**src/rtl/id_ex_stage_reg.sv**
```systemverilog
// id_ex_stage_reg: ID/EX pipeline register with load-use hazard detection.
// Captures decoded operands and control, inserts a bubble and stalls decode
// when the instruction in EX is a load whose destination the decode
// instruction reads, and honours branch flush and downstream hold.
// Optional feature: define STALL_COUNT_EN to add a 32-bit stall_count output
// that counts inserted load-use bubbles.
module id_ex_stage_reg #(
    parameter int XLEN   = 32,
    parameter int RAW    = 5,
    parameter int ALUOPW = 4
) (
    input  logic              clk,
    input  logic              rst_n,
    input  logic              id_valid,
    input  logic [RAW-1:0]    id_rs1,
    input  logic [RAW-1:0]    id_rs2,
    input  logic [RAW-1:0]    id_rd,
    input  logic              id_regwrite,
    input  logic              id_memread,
    input  logic              id_memwrite,
    input  logic [ALUOPW-1:0] id_alu_op,
    input  logic [XLEN-1:0]   id_rs1_data,
    input  logic [XLEN-1:0]   id_rs2_data,
    input  logic [XLEN-1:0]   id_imm,
    input  logic [XLEN-1:0]   id_pc,
    input  logic              flush,
    input  logic              ex_hold,
    output logic              stall_id,
    output logic              ex_valid,
    output logic [RAW-1:0]    ex_rs1,
    output logic [RAW-1:0]    ex_rs2,
    output logic [RAW-1:0]    ex_rd,
    output logic              ex_regwrite,
    output logic              ex_memread,
    output logic              ex_memwrite,
    output logic [ALUOPW-1:0] ex_alu_op,
    output logic [XLEN-1:0]   ex_rs1_data,
    output logic [XLEN-1:0]   ex_rs2_data,
    output logic [XLEN-1:0]   ex_imm,
    output logic [XLEN-1:0]   ex_pc
`ifdef STALL_COUNT_EN
    ,
    output logic [31:0]       stall_count
`endif
);

    logic              r_valid;
    logic [RAW-1:0]    r_rs1;
    logic [RAW-1:0]    r_rs2;
    logic [RAW-1:0]    r_rd;
    logic              r_regwrite;
    logic              r_memread;
    logic              r_memwrite;
    logic [ALUOPW-1:0] r_alu_op;
    logic [XLEN-1:0]   r_rs1_data;
    logic [XLEN-1:0]   r_rs2_data;
    logic [XLEN-1:0]   r_imm;
    logic [XLEN-1:0]   r_pc;

    logic w_load_use;
    logic w_bubble;
    logic w_rd_nonzero;

    // A load in EX whose (non-x0) destination is read by a real decode
    // instruction: its data is not available until after MEM.
    assign w_load_use = r_valid & r_memread & (r_rd != '0) & id_valid
                      & ((r_rd == id_rs1) | (r_rd == id_rs2));

    // Flush takes precedence over the hazard: the decode slot is squashed
    // anyway, so there is nothing to retry.
    assign stall_id     = ex_hold | (w_load_use & ~flush);
    assign w_bubble     = flush | w_load_use;
    assign w_rd_nonzero = (id_rd != '0);

    // Pipeline register: reset, then hold, then bubble, otherwise load.
    // NOTE: sequential state uses <= so every register samples pre-edge values;
    // blocking = here would let later statements see already-updated state.
    always_ff @(posedge clk) begin
        if (!rst_n) begin
            r_valid    <= 1'b0;
            r_rs1      <= '0;
            r_rs2      <= '0;
            r_rd       <= '0;
            r_regwrite <= 1'b0;
            r_memread  <= 1'b0;
            r_memwrite <= 1'b0;
            r_alu_op   <= '0;
            r_rs1_data <= '0;
            r_rs2_data <= '0;
            r_imm      <= '0;
            r_pc       <= '0;
        end else if (!ex_hold) begin
            // Payload fields always follow decode; in a bubble they are
            // don't-care because all control is cleared.
            r_rs1      <= id_rs1;
            r_rs2      <= id_rs2;
            r_rd       <= id_rd;
            r_alu_op   <= id_alu_op;
            r_rs1_data <= id_rs1_data;
            r_rs2_data <= id_rs2_data;
            r_imm      <= id_imm;
            r_pc       <= id_pc;
            if (w_bubble) begin
                r_valid    <= 1'b0;
                r_regwrite <= 1'b0;
                r_memread  <= 1'b0;
                r_memwrite <= 1'b0;
            end else begin
                // Gate control by valid, and never advertise a write to x0.
                r_valid    <= id_valid;
                r_regwrite <= id_valid & id_regwrite & w_rd_nonzero;
                r_memread  <= id_valid & id_memread;
                r_memwrite <= id_valid & id_memwrite;
            end
        end
    end

    assign ex_valid    = r_valid;
    assign ex_rs1      = r_rs1;
    assign ex_rs2      = r_rs2;
    assign ex_rd       = r_rd;
    assign ex_regwrite = r_regwrite;
    assign ex_memread  = r_memread;
    assign ex_memwrite = r_memwrite;
    assign ex_alu_op   = r_alu_op;
    assign ex_rs1_data = r_rs1_data;
    assign ex_rs2_data = r_rs2_data;
    assign ex_imm      = r_imm;
    assign ex_pc       = r_pc;

`ifdef STALL_COUNT_EN
    logic [31:0] r_stall_count;

    // Count only load-use bubbles that are actually inserted (not held,
    // not flushed); wraps naturally at 32 bits.
    always_ff @(posedge clk) begin
        if (!rst_n) begin
            r_stall_count <= '0;
        end else if (!ex_hold && !flush && w_load_use) begin
            r_stall_count <= r_stall_count + 32'd1;
        end
    end

    assign stall_count = r_stall_count;
`endif

endmodule

```
**config.mk**
```make
export PLATFORM = sky130hd
export DESIGN_NAME = id_ex_stage_reg
export DESIGN_NICKNAME = d
export VERILOG_FILES = /design/src/rtl/id_ex_stage_reg.sv
export SDC_FILE = /design/constraint.sdc
export NUM_CORES = 1
export LEC_CHECK = 0
export BUFFER_PORTS_ARGS = -buffer_cell sky130_fd_sc_hd__buf_2
export CORE_MARGIN = 8
export CORE_UTILIZATION = 40
export CTS_BUF_LIST = sky130_fd_sc_hd__clkbuf_8
export CTS_CLUSTER_DIAMETER = 40
export DETAILED_ROUTE_END_ITERATION = 8
export PLACE_DENSITY_LB_ADDON = 0.25
export SLEW_MARGIN = 20
export SYNTH_ARGS = -nofsm -noshare
export SYNTH_HDL_FRONTEND = slang
export SYNTH_SLANG_ARGS = --single-unit
```
**constraint.sdc**
```tcl
create_clock -name clk -period 1.4 [get_ports clk]
set_input_delay 0 -clock clk [delete_from_list [all_inputs] [get_ports clk]]
set_output_delay 0 -clock clk [all_outputs]
set_load 0.02 [all_outputs]
```
Word level (Yosys, flattened, before mapping)
Cells that the tools add are included.
{ "word_totals": {"inputBits": 155, "register_bits": 151, "elab_cells": 33} }
{ "classes": {"reduce_logical": 2, "muxes": 4, "eq_ne": 2, "n_bitwise": 13} }
{ "ops": {"columns": ["operator", "n"], "rows": [
  ["== test 5 bit", 2],
  ["nonzero test 5 bit", 2],
  ["AND 1 bit", 9],
  ["two-way mux 1 bit", 4],
  ["bitwise OR 1 bit", 3],
  ["inverter 1 bit", 1]
]} }

Depth between registers and ports, before layout
{ "depth": {"depth_word": 6, "mapped_depth": 5, "ltp_nobuf": 4} }

Worst setup path after synthesis
Ideal clock, no wire load.
{ "synth_timing": {"path_kind": "register to output", "from": "reg r_rd[0] (netlist: ex_rd[0])", "to": "out stall_id", "arrival_ns": 1.489, "stages_incl_launch_ff": 5, "setup_slack_ns": -0.089, "t_required_ns": 1.400, "path_cell_list": "dfxtp_1 > or4_1 > o2111ai_2 > nor2_2 > a21o_1"} }
{ "synth_between": {"elab_chain_cells": 6, "word_cells_on_any_way": 9, "classes_between": "eq/ne: 2; bitwise: 6; reduce/logical: 1"} }
{ "synth_lines": {"columns": ["item", "line_no", "rtl"], "rows": [
  ["from (decl)", "50", "logic [RAW-1:0] r_rd;"],
  ["from (signal assigned)", "97", "r_rd <= id_rd;"],
  ["nonzero test 5 bit", "66", "assign w_load_use = r_valid & r_memread & (r_rd != '0) & id_valid"],
  ["AND 1 bit (2 in a row)", "66", null],
  ["AND 1 bit *", "67", "& ((r_rd == id_rs1) | (r_rd == id_rs2));"],
  ["AND 1 bit *", "71", "assign stall_id = ex_hold | (w_load_use & ~flush);"],
  ["bitwise OR 1 bit *", "71", null],
  ["to (decl)", "28", "output logic stall_id,"]
]} }
Every way passes the cells marked *; elsewhere a longest branch is shown, timed or not.

Worst setup path in the final report
{ "layout_timing": {"from": "reg r_rd[2] (netlist: ex_rd[2])", "to": "out stall_id"} }
Same word-level chain as after synthesis.

==> results.ini <==
[power_and_ir_drop]
p_per_area_nw_per_um2=1050
power_frac_clock=0.343
leakage_nw=4.78
internal_power_mw=7.38
p_seq_frac=0.464
switching_share=0.271
share_comb_of_total_power=0.193
netSwitchingPower_mw=2.74
report.power.total_mw=10.1
ir_worst_vdd_mv=0.730

[hold_path]
holdCritPathClass=input pin to register
whs_path_depth=5
min_to=ex_memwrite$_SDFFE_PN0N_
min_from=id_rs2[2]

[finish]
fill_cells=1036
final_cell_mix=buf_2, dlygate4sd3_1, dfxtp_1
finalNetCount=1132
layout_commonest_cell=buf_2
synthToLayoutAreaGrowth_pct=65.0
fin_util=0.668
drive_gt1_frac=0.365

[grt]
grt_pass1_vias=6219
antenna_found_initial=0
grt_start_max_net_pins=64
gr-total-overflow=0
grt_usage=0.213
grt_first_pass_wirelength_um=31200

[clock_network]
cts_buffers=17
clockBufferDepth=2
insertion_delay_ns=0.45
root_buffer=clkbuf_8
h-tree-depth=4
cts.reportedPaths.clkPinSlew_ns=0.08
clock-sinks=151
cts_tree=done

[die]
coreArea_um2=14400
dieHeight_um=137
rows=44
num_io_pins=307
design.die.area_um2=18700
die_x_um=137
initial_core_util=0.405

[timing]
tns_ns=-1.99
skew_ns=0.00861
slew_headroom=0.687
tightest_slew_ns=0.470
setup_ws_ns=-0.518
period_share=1.37
setup_viol=5
fmax_ghz=0.522
fin_crit_ns=1.92
finalHoldViolations=0
maxSlewViolCount=0
rsz0062_at_grt=true

[synth]
syn_avg_cell_area_um2=11.3
synth.distinct_cells=21
netlist_area_um2=5820
ys_ff_latch=151
ys_seq_area_frac=0.520
synthCells=516
ys_warn_count=0
syn_nets=671

[place]
portBuffers=306
gp_congestion=0.886
place_ws_ns=-0.107
dp_hpwl_um=13000

[worst_setup_path]
r2r_setup_slack_ns=-0.39
critPathKind=register to output port
critPathMaxFanout=2
critPathLaunch=ex_rd[2]$_SDFFE_PN0N_
worstReg2RegEnd=ex_regwrite$_SDFFE_PN0N_
end_kind=output port
startpoint_type=register
r2r-start=ex_rd[2]$_SDFFE_PN0N_
worstPathArrival_ns=1.92
ff2ff_path_depth=8
required_ns=1.40

[route]
vias=5548
drt-vias-per-instance=4.71
avgRoutedWirePerCell_um=17.4
drt-pass1-iter-count=6
drc=0
postRouteAntennaNets=0
drt_iter0_markers=180
wirelength_um=20500

[flow_run]
maxCapViolations=0

[run_status]
violations=negative setup slack
status=complete, but fails checks

-- timing repair --
item / 4_1_cts / 5_1_grt
buffers inserted: 2 / 1
resized for setup: 6 / 3
pin swaps: 2 / 2
hold endpoints to repair: 151 / 0
hold buffers: 152 / 0
endpoints found under the setup margin: 5 / 5
-- Yosys cell counts --
| master | instances | share of area |
|---|---|---|
| dfxtp_1 | 151 | 0.52 |
| mux2i_1 | 147 | 0.25 |
| nor2b_1 | 147 | 0.16 |
| clkbuf_1 | 17 | 0.011 |
| buf_2 | 16 | 0.014 |
| xnor2_1 | 10 | 0.015 |
| nand2_1 | 5 | 0.0032 |
| o21ai_0 | 4 | 0.0034 |
| a31oi_1 | 3 | 0.0032 |
| and3_1 | 3 | 0.0032 |
| nand3_1 | 2 | 0.0017 |
| or4_1 | 2 | 0.0026 |
| a21o_1 | 1 | 0.0013 |
| a32oi_1 | 1 | 0.0015 |
| buf_1 | 1 | 0.00064 |
| inv_1 | 1 | 0.00064 |
| nor2_2 | 1 | 0.0011 |
| nor4bb_1 | 1 | 0.0017 |
| o2111ai_2 | 1 | 0.0026 |
| o21a_1 | 1 | 0.0013 |
| o22ai_1 | 1 | 0.0011 |
-- power by group through the flow --
stage | clock network [mW] | registers [mW] | logic (mW)
floorplan | 0 | 5.09 | 0.598
global placement | 0 | 4.77 | 1.54
detailed placement | 0 | 4.78 | 1.57
CTS | 3.55 | 4.69 | 1.92
global route | 3.75 | 4.72 | 2.08
finish | 3.47 | 4.69 | 1.95
-- area by class of cell --
class | instances | area, um^2 | share of cell area
Inverter | 1 | 3.75 | 0.000391
Sequential cell | 151 | 3030 | 0.316
Multi-Input combinational cell | 330 | 2660 | 0.278
Clock buffer | 19 | 262 | 0.0273
Timing Repair Buffer | 476 | 3240 | 0.338
Clock inverter | 13 | 154 | 0.0160
Tap cell | 184 | 230 | 0.0240
Antenna cell | 3 | 7.51 | 0.000783
-- state kept, by name, summed over array words and instances (netlist names) --
name         count
ex_memread       1
ex_rs1_data     32
ex_rd            5
ex_valid         1
ex_rs2_data     32
ex_pc           32
ex_imm          32
ex_memwrite      1
ex_rs1           5
ex_regwrite      1
ex_rs2           5
ex_alu_op        4
-- cell families (layout without fill, tap and decap cells) --
group,count (synthesis),after routing,synth area share
AO/OA/AOI/OAI,12,12,0.0144
other,0,3,0
buffers and inverters,35,509,0.0260
flip-flops,151,151,0.520
multiplexers,147,147,0.253
XOR/XNOR,10,10,0.0151
AND/OR/NAND/NOR,161,161,0.172
-- per-stage QoR --
| stage | instance area, um^2 | hold WS (ns) | std cells |
|---|---|---|---|
| final | 9590 | 0.0500 | 1177 |
| after global placement | 7590 | 0.251 | 987 |
| after detailed placement | 7590 | 0.260 | 987 |
| after floorplan | 5820 | 0.136 | 516 |
| after CTS | 9570 | 0.0615 | 1173 |
| after global routing | 9590 | 0.0870 | 1174 |
-- per-layer routing --
| layer | vias to the layer above | part of all wire | GRT usage |
|---|---|---|---|
| li1 | 2646 | - | - |
| met1 | 2558 | 0.35 | 0.198 |
| met3 | 97 | 0.070 | 0.0657 |
| met4 | 0 | 0.062 | 0.167 |
| met2 | 247 | 0.52 | 0.382 |
| met5 | - | 0 | 0 |
-- worst max path at each step --
stage / to / slack [ns]
after floorplan: stall_id / -0.06
after global placement: stall_id / -0.08
after detailed placement: ex_regwrite$_SDFFE_PN0N_ / -0.11
after CTS: stall_id / -0.53
after global routing: stall_id / -0.59
final: stall_id / -0.52
-- critical path, stage by stage (launching register included) --
cell       delay (ns)
dfxtp_2          0.33
or4_4            0.55
o2111ai_4        0.24
nor2_2           0.04
a21o_1           0.18
buf_6            0.13
(Power assumes the default switching activity.)
